File: src/rtl/ring_count_decoder.sv
// ring_count_decoder
// Receive-side monitor for a left-rotating one-hot ring counter. Each
// qualified sample is decoded to a binary index and checked against the
// previous one-hot sample rotated left by one. After LOCK_CNT consecutive
// legal steps the monitor declares lock. While locked it counts full
// revolutions (each MSB->LSB wrap) and flags any illegal step as an error.
//
// Ports:
//   Clock        rising-edge clock
//   Reset        asynchronous active-high reset
//   Ring_in      WIDTH-bit ring code sample (bit i set = position i)
//   Ring_valid   qualifies Ring_in on this edge
//   Err_clear    synchronous clear of Err_sticky (a same-edge error wins)
//   Index_out    binary position of the last valid one-hot sample
//   Index_valid  one-cycle pulse when Index_out was updated
//   Locked       high while the monitor is locked to the sequence
//   Err_pulse    one-cycle pulse on a sequence/code error while locked
//   Err_sticky   latched error flag
//   Rev_count    completed revolutions while locked, modulo 2^REV_W
//   Rev_wrap     one-cycle pulse when Rev_count rolls over to 0
module ring_count_decoder #(
  parameter int WIDTH    = 4,
  parameter int IDX_W    = 2,
  parameter int REV_W    = 8,
  parameter int LOCK_CNT = 2
) (
  input  logic               Clock,
  input  logic               Reset,
  input  logic [WIDTH-1:0]   Ring_in,
  input  logic               Ring_valid,
  input  logic               Err_clear,
  output logic [IDX_W-1:0]   Index_out,
  output logic               Index_valid,
  output logic               Locked,
  output logic               Err_pulse,
  output logic               Err_sticky,
  output logic [REV_W-1:0]   Rev_count,
  output logic               Rev_wrap
);

  localparam int CNT_W = $clog2(WIDTH + 1);

  localparam logic [0:0] ST_HUNT   = 1'b0;
  localparam logic [0:0] ST_LOCKED = 1'b1;

  // The step counter only ever needs to reach LOCK_CNT-1 before lock is
  // declared, so comparing against that value avoids an extra count bit.
  localparam logic [3:0] LOCK_LAST = 4'(LOCK_CNT - 1);

  logic [0:0]       state;
  logic [3:0]       step_cnt;
  logic [WIDTH-1:0] prev;
  logic             prev_ok;

  logic [CNT_W-1:0] ones;
  logic [IDX_W-1:0] pos;
  logic             one_hot;
  logic [WIDTH-1:0] expected;
  logic             step_ok;
  logic [REV_W-1:0] rev_next;

  // Population count and priority encode of the sample; pos is only
  // meaningful when exactly one bit is set.
  always_comb begin
    ones = '0;
    pos  = '0;
    for (int i = 0; i < WIDTH; i++) begin
      if (Ring_in[i]) begin
        ones = ones + CNT_W'(1);
        pos  = IDX_W'(i);
      end
    end
  end

  assign one_hot  = (ones == CNT_W'(1));
  assign expected = {prev[WIDTH-2:0], prev[WIDTH-1]};
  assign step_ok  = prev_ok & one_hot & (Ring_in == expected);
  assign rev_next = Rev_count + REV_W'(1);
  assign Locked   = (state == ST_LOCKED);

  always_ff @(posedge Clock or posedge Reset) begin
    if (Reset) begin
      state       <= ST_HUNT;
      step_cnt    <= '0;
      prev        <= '0;
      prev_ok     <= 1'b0;
      Index_out   <= '0;
      Index_valid <= 1'b0;
      Err_pulse   <= 1'b0;
      Err_sticky  <= 1'b0;
      Rev_count   <= '0;
      Rev_wrap    <= 1'b0;
    end else begin
      Index_valid <= 1'b0;
      Err_pulse   <= 1'b0;
      Rev_wrap    <= 1'b0;

      // The error branch below assigns Err_sticky later, so a simultaneous
      // error overrides this clear.
      if (Err_clear) begin
        Err_sticky <= 1'b0;
      end

      if (Ring_valid) begin
        // A non-one-hot sample breaks the chain: the next one-hot sample
        // can only seed prev, never count as a legal step.
        if (one_hot) begin
          Index_out   <= pos;
          Index_valid <= 1'b1;
          prev        <= Ring_in;
          prev_ok     <= 1'b1;
        end else begin
          prev_ok <= 1'b0;
        end

        case (state)
          ST_HUNT: begin
            if (step_ok) begin
              if (step_cnt == LOCK_LAST) begin
                state    <= ST_LOCKED;
                step_cnt <= '0;
              end else begin
                step_cnt <= step_cnt + 4'd1;
              end
            end else begin
              step_cnt <= '0;
            end
          end
          ST_LOCKED: begin
            if (step_ok) begin
              // Landing on bit 0 means the ring just wrapped from the MSB,
              // completing one revolution.
              if (Ring_in[0]) begin
                Rev_count <= rev_next;
                Rev_wrap  <= (rev_next == '0);
              end
            end else begin
              Err_pulse  <= 1'b1;
              Err_sticky <= 1'b1;
              state      <= ST_HUNT;
              step_cnt   <= '0;
            end
          end
          default: begin
            state    <= ST_HUNT;
            step_cnt <= '0;
          end
        endcase
      end
    end
  end

endmodule

File: config.mk
export PLATFORM = sky130hd
export DESIGN_NAME = ring_count_decoder
export DESIGN_NICKNAME = d
export VERILOG_FILES = /design/src/rtl/ring_count_decoder.sv
export SDC_FILE = /design/constraint.sdc
export NUM_CORES = 1
export LEC_CHECK = 0
export ABC_AREA = 1
export CELL_PAD_IN_SITES_DETAIL_PLACEMENT = 1
export CELL_PAD_IN_SITES_GLOBAL_PLACEMENT = 2
export CORE_MARGIN = 4
export CORE_UTILIZATION = 31
export CTS_CLUSTER_DIAMETER = 100
export DETAILED_ROUTE_END_ITERATION = 16
export HOLD_SLACK_MARGIN = 0.08
export PLACE_DENSITY_LB_ADDON = 0.3
export SLEW_MARGIN = 20
export SYNTH_ARGS = -nofsm -noshare
export SYNTH_HDL_FRONTEND = slang
export SYNTH_SLANG_ARGS = --single-unit
File: constraint.sdc
create_clock -name Clock -period 1.6 [get_ports Clock]
set_input_delay 0.32 -clock Clock [delete_from_list [all_inputs] [get_ports Clock]]
set_output_delay 0.32 -clock Clock [all_outputs]
set_load 0.05 [all_outputs]
==> results.cfg, run 1 <==
[final_layout]
drive_gt1_share_pct = 36.9
fin_nets = 259
insertedDiodeCount = 0
post-route-util_pct = 48.1
synthToLayoutAreaGrowth_pct = 49.3

[sta]
fmax_mhz = 553
layout_setup_ws_ns = -0.209
final.setup.tns_ns = -3.79
worstMarginPinSlew_ns = 0.484
fin_worst_skew_ns = 0.00542
slew_viol_final = 0
fin_crit_ns = 1.81
rsz0062_at_grt = yes
finalHoldViolations = 0
fin_hold_ws_ns = 0.383
max_slew_margin_pct = 67.6
fin_crit_sh_pct = 113
setup_viol = 24

[grt]
grt_pass1_wl_mm = 7.55
grt_pass1_vias = 1575
grt_use_total_pct = 15.6
grt_overflow = 0
grt_max_degree = 25
antenna_found_initial = 0

[synth]
avgSynthCellArea_um2 = 7.81
ys_seq_area_share_pct = 39.2
synth_compound_area_share_pct = 3.43
synth.ff_latch_count = 24
yosys.area_share.simple_pct = 38.0
synth_top_family_by_area = simple AND/OR/NAND/NOR gates
synthCells = 196
synth_edf_count = 0
synth_area_mm2 = 0.00153
synth_warnings = 0
syn-num-nets = 210
synthXorXnorAreaFrac_pct = 4.58
synth_flop_cell = dfrtp_1
synthMuxAreaShare_pct = 0
async_flop_share_pct = 100
synth.distinct_cells = 30
synth_adder_area_share_pct = 4.91

[critical_path]
crit_required_ns = 1.77
worstRegToRegCells = 9
startpoint_type = input port
endpoint_kind = register
arrival_ns = 1.98
r2r_slack_ns = 0.12
cp_max_fo = 6
critPathKind = in2reg
r2r_end = Rev_wrap
timing.rr.start = Rev_count[1]

[hold_path]
worstHoldPathType = in2async

[route]
routed_wl_mm = 4.36
drt_iter0_markers = 32
firstDrtPassIters = 4
drc = 0
via_count = 1422
wl_per_cell_um = 14.0
ant_nets = 0
viasPerCell = 4.57

[floorplanning]
die_y_um = 78.3
fp.dieArea_mm2 = 0.00612
initial_core_util_pct = 32.2
die_width_um = 78.3
fp-row-count = 25
core_area_mm2 = 0.00475
io_pins = 23

[clocking]
ctsRootBufferMaster = clkbuf_8
clock_latency_ns = 0.28
cts.sinks = 24
clock_path_buffers = 2
htreeDepth = 1
numCtsBuffers = 3
cts_tree = built
cts.clk_slew.worst_paths_ns = 0.10

[placement]
dp_hpwl_mm = 3.29
port-buffer-count = 22
routabilityCongestion = 0.810

[flow_run]
maxCapViolations = 0

[outcome]
status = finished, violations left
failed_checks = negative setup slack

[pwr]
leakagePower_nw = 1.14
pwr_density_cell_mw_per_mm2 = 795
ir_drop_mv = 0.440
total_power_mw = 1.82
[worst max-delay path, stage by stage]
cell and delay (ns):
buf_8 0.08, clkinvlp_4 0.10, ha_4 0.31, inv_2 0.04, nand2_2 0.07, nand2_4 0.06, inv_4 0.06, ha_4 0.19
inv_2 0.04, nand2_2 0.05, nand2_4 0.09, nand3_4 0.09, nor2_8 0.19, nand3_4 0.14, nand2_2 0.09, o21ai_2 0.06
[per-stage QoR]
step / setup slack (ns) / std cells / area [µm²]
floorplan: -0.362 / 196 / 1580
global placement: -0.980 / 303 / 2110
detailed placement: -1.07 / 303 / 2110
CTS: -0.255 / 310 / 2230
global route: -0.341 / 311 / 2280
finish: -0.209 / 311 / 2280
[cells in the final DEF (no fill, tap or decap), drive strengths merged]
cell type	count
dfrtp	24
inv	32
o21ai	8
clkinv	1
clkdlybuf4s50	4
bufinv	1
nand2	66
a22oi	1
a21oi	1
nand3	23
nor3	4
nor3b	1
clkbuf	4
xnor2	2
nor2	14
ha	6
nand3b	2
clkinvlp	1
xor2	6
buf	39
nand4	4
[kinds of logic (layout without fill, tap and decap cells)]
kind of cell | Yosys count | after routing
and+or+nand+nor | 112 | 114
buffers and inverters | 36 | 82
DFF | 24 | 24
AOI/OAI and AO/OA | 10 | 10
xor gates and xnor gates | 8 | 8
adders and majority gates | 6 | 6
[cell usage after synthesis (2+ instances only)]
master,instances,area [µm²]
nand4_1,4,25.0
nand3b_1,2,15.0
nand3_1,17,85.1
inv_1,29,109
ha_1,6,75.1
xnor2_1,2,17.5
inv_2,2,7.51
nand3_4,2,35.0
nor2_1,9,33.8
xor2_1,6,52.6
nor2_2,2,12.5
nor3_1,3,15.0
o21ai_1,3,15.0
dfrtp_1,24,601
nand2_1,59,221
nand2_2,5,31.3
nand2_4,2,22.5
nand3_2,3,30.0
o21ai_0,5,25.0
[routing by layer]
layer  GRT usage, %  wire (µm)  share of wire [%]
met3           2.18        130                3.0
met4           5.24         62                1.4
met1           19.8       1830                 42
met5              0          0                  0
met2           27.2       2340                 54
[worst max-delay path by stage]
stage,from,end
2_1_floorplan,Ring_in[0],Rev_count[0]
3_3_place_gp,Ring_in[0],Rev_count[0]
3_5_place_dp,Ring_in[0],Rev_count[0]
4_1_cts,Ring_in[0],Rev_count[3]
5_1_grt,Ring_in[0],Rev_count[4]
6_report,Ring_in[0],Rev_count[3]
[area by class of cell]
type	count	area [µm²]
clock buffers	3	41.3
clock inverters	1	30.0
fillers	574	2470
inverters	34	144
multi-input cells	138	913
flip-flops and latches	24	601
well taps	67	83.8
repair buffers	44	472
[timing repair]
item,4_1_cts,5_1_grt
hold buffers,0,0
resized for setup,22,15
pin swaps,12,13
cloned,2,0
setup buffers,1,1
setup endpoints to repair,24,24
[where the power goes]
part	switching (mW)	total (mW)	internal, mW	leakage [nW]
clock network	0.223	0.558	0.335	0.0357
registers	0.0419	0.706	0.664	0.307
logic	0.335	0.553	0.218	0.801
[registers in the layout, indices dropped and copies added, names as in the netlist]
register and count:
Err_pulse 1, Err_sticky 1, Index_out 2, Index_valid 1, Locked 1, Rev_count 8, Rev_wrap 1, prev 4
prev_ok 1, step_cnt 4
Power figures use the tool's default switching activity.
==> inputs of run 2 (changes only) <==
--- a/config.mk
+++ b/config.mk
@@ -14,7 +14,6 @@
 export DETAILED_ROUTE_END_ITERATION = 16
 export HOLD_SLACK_MARGIN = 0.08
 export PLACE_DENSITY_LB_ADDON = 0.3
-export SLEW_MARGIN = 20
 export SYNTH_ARGS = -nofsm -noshare
 export SYNTH_HDL_FRONTEND = slang
 export SYNTH_SLANG_ARGS = --single-unit
==> results of run 2 <==
No change in the layout: final DEF, timing and power equal those of run 1.
